[src/rtl/cam_ctrl_pkg.sv]
// Shared types and constants for the CAM lookup-or-learn controller.
package cam_ctrl_pkg;

  localparam int unsigned KEY_W = 8;
  localparam int unsigned DEPTH = 16;
  localparam int unsigned IDX_W = 4;

  localparam logic [KEY_W-1:0] RESERVED_KEY = '0;

  typedef enum logic [2:0] {
    INIT,
    IDLE,
    LOOKUP,
    CHECK,
    WRITE,
    RESP
  } state_e;

endpackage

[src/rtl/cam_stat_counter.sv]
// 16-bit saturating event counter; only instantiated when CAM_CTRL_STATS_EN is defined.
module cam_stat_counter (
  input  logic        clk,
  input  logic        rst_n,
  input  logic        inc,
  output logic [15:0] count
);

  logic [15:0] cnt_q, cnt_d;

  always_comb begin
    cnt_d = cnt_q;
    if (inc && (cnt_q != '1)) cnt_d = cnt_q + 1'b1;
  end

  always_ff @(posedge clk or negedge rst_n) begin
    if (!rst_n) cnt_q <= '0;
    else        cnt_q <= cnt_d;
  end

  assign count = cnt_q;

endmodule

[src/rtl/cam_learn_ctrl.sv]
// Lookup-or-learn sequencer for a 16x8 CAM with round-robin victim allocation.
// Optional hit/miss/error counters are enabled by defining CAM_CTRL_STATS_EN.
module cam_learn_ctrl
  import cam_ctrl_pkg::*;
#(
  parameter int unsigned KEY_W = cam_ctrl_pkg::KEY_W,
  parameter int unsigned DEPTH = cam_ctrl_pkg::DEPTH,
  parameter int unsigned IDX_W = cam_ctrl_pkg::IDX_W
) (
  input  logic             clk,
  input  logic             rst_n,
  input  logic             req_valid,
  output logic             req_ready,
  input  logic [KEY_W-1:0] req_key,
  input  logic             flush,
  output logic             rsp_valid,
  input  logic             rsp_ready,
  output logic [IDX_W-1:0] rsp_idx,
  output logic             rsp_new,
  output logic             rsp_evict,
  output logic             rsp_err,
  output logic             busy,
  output logic             full,
  output logic             cam_wen,
  output logic             cam_ren,
  output logic [KEY_W-1:0] cam_din,
  output logic [IDX_W-1:0] cam_addr,
  input  logic [IDX_W-1:0] cam_dout,
  input  logic             cam_hit
`ifdef CAM_CTRL_STATS_EN
  ,
  output logic [15:0]      stat_hits,
  output logic [15:0]      stat_misses,
  output logic [15:0]      stat_errs
`endif
);

  localparam logic [IDX_W:0] DEPTH_C = (IDX_W+1)'(DEPTH);

  state_e           state_q, state_d;
  logic [IDX_W:0]   init_cnt_q, init_cnt_d;
  logic [IDX_W:0]   fill_q, fill_d;
  logic [IDX_W-1:0] victim_q, victim_d;
  logic [KEY_W-1:0] key_q, key_d;
  logic             rsp_valid_q, rsp_valid_d;
  logic [IDX_W-1:0] rsp_idx_q, rsp_idx_d;
  logic             rsp_new_q, rsp_new_d;
  logic             rsp_evict_q, rsp_evict_d;
  logic             rsp_err_q, rsp_err_d;
  logic             cam_wen_q, cam_wen_d;
  logic             cam_ren_q, cam_ren_d;
  logic [KEY_W-1:0] cam_din_q, cam_din_d;
  logic [IDX_W-1:0] cam_addr_q, cam_addr_d;
  logic             rsp_hs;

  assign rsp_hs    = rsp_valid_q && rsp_ready;
  assign req_ready = (state_q == IDLE) && !flush;
  assign busy      = (state_q != IDLE);
  assign full      = (fill_q == DEPTH_C);

  // CAM strobes are registered from the transition into LOOKUP/WRITE so they
  // line up with that state; rsp_valid trails entry into RESP by one cycle.
  always_comb begin
    state_d     = state_q;
    init_cnt_d  = init_cnt_q;
    fill_d      = fill_q;
    victim_d    = victim_q;
    key_d       = key_q;
    rsp_valid_d = 1'b0;
    rsp_idx_d   = rsp_idx_q;
    rsp_new_d   = rsp_new_q;
    rsp_evict_d = rsp_evict_q;
    rsp_err_d   = rsp_err_q;
    cam_wen_d   = 1'b0;
    cam_ren_d   = 1'b0;
    cam_din_d   = '0;
    cam_addr_d  = '0;

    case (state_q)
      INIT: begin
        if (init_cnt_q != DEPTH_C) begin
          cam_wen_d  = 1'b1;
          cam_addr_d = init_cnt_q[IDX_W-1:0];
          init_cnt_d = init_cnt_q + 1'b1;
        end else begin
          victim_d = '0;
          fill_d   = '0;
          state_d  = IDLE;
        end
      end
      IDLE: begin
        if (flush) begin
          init_cnt_d = '0;
          state_d    = INIT;
        end else if (req_valid) begin
          key_d       = req_key;
          rsp_idx_d   = '0;
          rsp_new_d   = 1'b0;
          rsp_evict_d = 1'b0;
          rsp_err_d   = 1'b0;
          if (req_key == KEY_W'(RESERVED_KEY)) begin
            rsp_err_d = 1'b1;
            state_d   = RESP;
          end else begin
            cam_ren_d = 1'b1;
            cam_din_d = req_key;
            state_d   = LOOKUP;
          end
        end
      end
      LOOKUP: state_d = CHECK;
      CHECK: begin
        if (cam_hit) begin
          rsp_idx_d = cam_dout;
          rsp_new_d = 1'b0;
          state_d   = RESP;
        end else begin
          cam_wen_d   = 1'b1;
          cam_addr_d  = victim_q;
          cam_din_d   = key_q;
          rsp_idx_d   = victim_q;
          rsp_new_d   = 1'b1;
          rsp_evict_d = full;
          victim_d    = victim_q + 1'b1;
          if (!full) fill_d = fill_q + 1'b1;
          state_d     = WRITE;
        end
      end
      WRITE: state_d = RESP;
      RESP: begin
        if (rsp_hs) begin
          rsp_idx_d   = '0;
          rsp_new_d   = 1'b0;
          rsp_evict_d = 1'b0;
          rsp_err_d   = 1'b0;
          state_d     = IDLE;
        end else begin
          rsp_valid_d = 1'b1;
        end
      end
      default: state_d = INIT;
    endcase
  end

  always_ff @(posedge clk or negedge rst_n) begin
    if (!rst_n) begin
      state_q     <= INIT;
      init_cnt_q  <= '0;
      fill_q      <= '0;
      victim_q    <= '0;
      key_q       <= '0;
      rsp_valid_q <= 1'b0;
      rsp_idx_q   <= '0;
      rsp_new_q   <= 1'b0;
      rsp_evict_q <= 1'b0;
      rsp_err_q   <= 1'b0;
      cam_wen_q   <= 1'b0;
      cam_ren_q   <= 1'b0;
      cam_din_q   <= '0;
      cam_addr_q  <= '0;
    end else begin
      state_q     <= state_d;
      init_cnt_q  <= init_cnt_d;
      fill_q      <= fill_d;
      victim_q    <= victim_d;
      key_q       <= key_d;
      rsp_valid_q <= rsp_valid_d;
      rsp_idx_q   <= rsp_idx_d;
      rsp_new_q   <= rsp_new_d;
      rsp_evict_q <= rsp_evict_d;
      rsp_err_q   <= rsp_err_d;
      cam_wen_q   <= cam_wen_d;
      cam_ren_q   <= cam_ren_d;
      cam_din_q   <= cam_din_d;
      cam_addr_q  <= cam_addr_d;
    end
  end

  assign rsp_valid = rsp_valid_q;
  assign rsp_idx   = rsp_idx_q;
  assign rsp_new   = rsp_new_q;
  assign rsp_evict = rsp_evict_q;
  assign rsp_err   = rsp_err_q;
  assign cam_wen   = cam_wen_q;
  assign cam_ren   = cam_ren_q;
  assign cam_din   = cam_din_q;
  assign cam_addr  = cam_addr_q;

`ifdef CAM_CTRL_STATS_EN
  cam_stat_counter u_stat_hits (
    .clk   (clk),
    .rst_n (rst_n),
    .inc   (rsp_hs && !rsp_err_q && !rsp_new_q),
    .count (stat_hits)
  );

  cam_stat_counter u_stat_misses (
    .clk   (clk),
    .rst_n (rst_n),
    .inc   (rsp_hs && rsp_new_q),
    .count (stat_misses)
  );

  cam_stat_counter u_stat_errs (
    .clk   (clk),
    .rst_n (rst_n),
    .inc   (rsp_hs && rsp_err_q),
    .count (stat_errs)
  );
`endif

endmodule

[config.mk]
export PLATFORM = sky130hd
export DESIGN_NAME = cam_learn_ctrl
export DESIGN_NICKNAME = d
export VERILOG_FILES = /design/src/rtl/cam_ctrl_pkg.sv /design/src/rtl/cam_stat_counter.sv /design/src/rtl/cam_learn_ctrl.sv
export SDC_FILE = /design/constraint.sdc
export NUM_CORES = 1
export LEC_CHECK = 0
export ABC_AREA = 0
export BUFFER_PORTS_ARGS = -buffer_cell sky130_fd_sc_hd__clkbuf_2
export CAP_MARGIN = 20
export CELL_PAD_IN_SITES_DETAIL_PLACEMENT = 1
export CELL_PAD_IN_SITES_GLOBAL_PLACEMENT = 2
export CORE_MARGIN = 2
export CORE_UTILIZATION = 36
export DETAILED_ROUTE_END_ITERATION = 10
export PLACE_DENSITY = 0.83
export SLEW_MARGIN = 20
export SYNTH_ARGS = -nofsm -noshare
export SYNTH_HDL_FRONTEND = slang
export SYNTH_HIERARCHICAL = 1
export SYNTH_SLANG_ARGS = --single-unit
[constraint.sdc]
create_clock -name clk -period 1.8 [get_ports clk]
set_clock_uncertainty 0.05 [all_clocks]
set_input_delay 0.18 -clock clk [delete_from_list [all_inputs] [get_ports clk]]
set_output_delay 0.18 -clock clk [all_outputs]
set_load 0.005 [all_outputs]
==> results.py <==
metrics = {
    "die": {
        "die_y_um": 84.0,
        "die_area_um2": 7050,
        "start_util_pct": 36.7,
        "io-pin-count": 43,
        "rows": 29,
        "core-area_um2": 6280,
        "fp.dieW_um": 84.0,
    },
    "setup_path": {
        "arrival_ns": 1.82,
        "path_cells": "inv_1, ha_1, nand4bb_4, nor3_2, o21ai_2, mux2_2",
        "crit_family": "flip-flops",
        "slowest_stage": "dfrtp_1",
        "cp_num_buf_inv": 1,
        "path_max_fanout": 6,
        "ff2ff_setup_slack_ns": 0.11,
        "end_kind": "register",
        "critPathRequiredTime_ns": 1.93,
        "crit_type": "register to register",
        "start_kind": "register",
        "cp_slowest_stage_delay_ns": 0.43,
    },
    "global_route": {
        "grt.total_usage_pct": 16.0,
        "grt_pass1_wl_um": 8890,
        "antenna_found_initial": 0,
        "grt-ovfl-total": 0,
        "grtUsageMet1_pct": 20.9,
        "top_usage_layer": "met2",
        "grt_use_met2_pct": 26.5,
        "met3_usage_pct": 3.96,
        "grt_max_degree": 48,
        "first_global_vias": 1793,
    },
    "pwr": {
        "swShare_pct": 34.9,
        "combinationalPowerShare_pct": 38.0,
        "clkPwrFrac_pct": 19.5,
        "finalPower_uw": 3850,
        "switchingPower_uw": 1340,
        "seqPwrFrac_pct": 42.4,
        "p_leak_uw": 0.00133,
        "p_int_uw": 2510,
        "powerDensity_nw_per_um2": 1390,
        "ir_drop_uv": 547,
    },
    "sta": {
        "clock.fmax_mhz": 590,
        "setup_violations": 0,
        "worst_slack_ns": 0.106,
        "fin_crit_ns": 1.69,
        "relSlewSlack_pct": 59.4,
        "hold_viol_final": 0,
        "hold_slack_ns": 0.116,
        "slew_violations": 0,
        "tightest_slew_ns": 0.609,
        "post-route-period-util_pct": 94.1,
    },
    "synth": {
        "syn_area_um2": 2300,
        "ys_seq_area_share_pct": 51.1,
        "synth.distinct_cells": 50,
        "yosysTopAreaCell": "dfrtp_1",
        "synth-seq-cells": 47,
        "synthCells": 194,
        "ys_warn_count": 6,
        "syn_avg_cell_area_um2": 11.9,
        "synth.area.top_cells": "dfrtp_1 (51%), a22o_1 (6.1%), mux2_2 (4.4%)",
        "syn_nets": 217,
        "yosysTopAreaCellShare_pct": 51.1,
    },
    "cells_and_area": {
        "nNetsFinal": 272,
        "fill_cells": 695,
        "syn_to_final_growth_pct": 20.3,
        "fin_area_um2": 2770,
        "drive_gt1_share_pct": 38.2,
        "antenna_cells": 0,
    },
    "clock_network": {
        "htree_levels": 2,
        "cts_setup_buffers": 0,
        "cts.sinks": 47,
        "clkTransAtPathRegs_ns": 0.09,
        "clock_path_buffers": 2,
        "clk_latency_ns": 0.30,
        "clockRootBuffer": "clkbuf_8",
        "cts_tree": "built",
        "numCtsBuffers": 5,
    },
    "outcome": {
        "outcome": "completed",
    },
    "drt": {
        "vias": 1658,
        "post_drt_wl_per_cell_um": 16.2,
        "antenna_left": 0,
        "via_per_inst": 5.09,
        "drcViolationCount": 0,
        "drtIter0Drc": 69,
        "firstDrtPassIters": 4,
        "routed_wl_um": 5270,
    },
    "place": {
        "io_buffers": 42,
        "dpl.hpwl_um": 3820,
        "place.gp.congestion": 0.716,
        "placed_area_um2": 2630,
        "dpl_worst_slack_ns": 0.00300,
    },
    "flow_run": {
        "maxCapViolCount": 0,
    },
    "hold_path": {
        "hold_class": "primary input to register",
    },
}
-- power by group through the flow --
stage | registers, uW | logic (uW) | clock network, uW
2_1_floorplan | 1560 | 997 | 0
3_3_place_gp | 1630 | 1430 | 0
3_5_place_dp | 1650 | 1470 | 0
4_1_cts | 1630 | 1480 | 794
5_1_grt | 1690 | 1640 | 832
6_report | 1630 | 1460 | 752
-- final timing paths --
check,end,cells after the start,from
max in group asynchronous,state_q[2],3,rst_n
min,cam_din[2],2,req_key[2]
max,fill_q[0],6,init_cnt_q[0]
min in group asynchronous,key_q[4],3,rst_n
max reg2reg,fill_q[0],6,init_cnt_q[0]
min reg2reg,rsp_new,1,rsp_new
-- flip-flops by register name, summed over array words and instances, names as in the netlist --
register    cells
rsp_err         1
rsp_new         1
cam_wen         1
rsp_valid       1
rsp_idx         4
state_q         3
victim_q        4
init_cnt_q      5
rsp_evict       1
cam_addr        4
key_q           8
cam_ren         1
cam_din         8
fill_q          5
-- cell type report --
| type | count | area [um2] | area share (%) |
|---|---|---|---|
| flip-flops and latches | 47 | 1180 | 42.6 |
| multi-input cells | 130 | 1040 | 37.4 |
| repair buffers | 56 | 318 | 11.5 |
| well taps | 77 | 96.3 | 3.48 |
| clock buffers | 5 | 68.8 | 2.49 |
| clock inverters | 2 | 37.5 | 1.36 |
| inverters | 9 | 33.8 | 1.22 |
-- cells in the final DEF (no fill, tap or decap), types with 3 or more instances in the layout --
master / netlist / routed
nand3_1: 6 / 6
a21oi_1: 5 / 5
inv_1: 8 / 8
nor2_1: 3 / 3
nand2_1: 21 / 20
o21ai_0: 15 / 15
clkbuf_8: 0 / 5
ha_1: 5 / 5
nor3_2: 2 / 3
buf_4: 3 / 13
a22o_1: 16 / 16
mux2_2: 9 / 9
mux2i_1: 4 / 4
clkbuf_2: 0 / 42
dfrtp_1: 47 / 45
-- cells in the mapped netlist, drive strengths merged --
library cell and instances:
a21o 1, a21oi 5, a22o 18, a311o 1
a31oi 1, and2 2, and2b 1, and3b 1
and4 1, and4bb 2, buf 8, dfrtp 47
ha 5, inv 9, mux2 10, mux2i 4
nand2 22, nand2b 3, nand3 6, nand3b 1
nand4bb 1, nor2 3, nor2b 1, nor3 5
nor3b 2, nor4 3, o211ai 1, o21ai 17
o221ai 2, o22ai 1, o311a 1, o31ai 3
or2 1, or3 1, xnor2 2, xor2 2
-- stage by stage --
stage	setup TNS [ns]	utilization, %	std cells
2_1_floorplan	0	-	194
3_3_place_gp	0	42.0	318
3_5_place_dp	0	42.0	318
4_1_cts	0	43.9	326
5_1_grt	-0.0195	44.1	326
6_report	0	44.1	326
-- worst register-to-register path, delay by kind of cell, from the launching register on --
| kind | cells | cell delay (ns) |
|---|---|---|
| DFF | 1 | 0.43 |
| and+or+nand+nor | 2 | 0.41 |
| muxes | 1 | 0.27 |
| adders and majority gates | 1 | 0.20 |
| AOI/OAI and AO/OA | 1 | 0.12 |
| buffers and inverters | 1 | 0.09 |
-- cell families (layout without fill, tap and decap cells) --
logic type	after synthesis	after routing	share of synthesized area [%]
mux	14	14	6.63
simple gates	56	56	17.4
buf+inv	17	72	4.62
xor+xnor	4	4	1.52
compound gates	51	51	16.0
fa+ha+maj	5	5	2.72
flops	47	47	51.1
-- routing by layer --
layer	share of wire, %	up-vias
met1	47	812
met2	49	27
met3	3.1	4
met4	1.1	0
met5	0	-
li1	-	815
-- what timing repair did --
action,4_1_cts,5_1_grt
endpoints found under the hold margin,47,0
pin swaps,0,0
hold buffers,1,0
gates resized for setup,1,5
setup endpoints to repair,1,10
No activity file was read; power rests on OpenSTA's default activity.
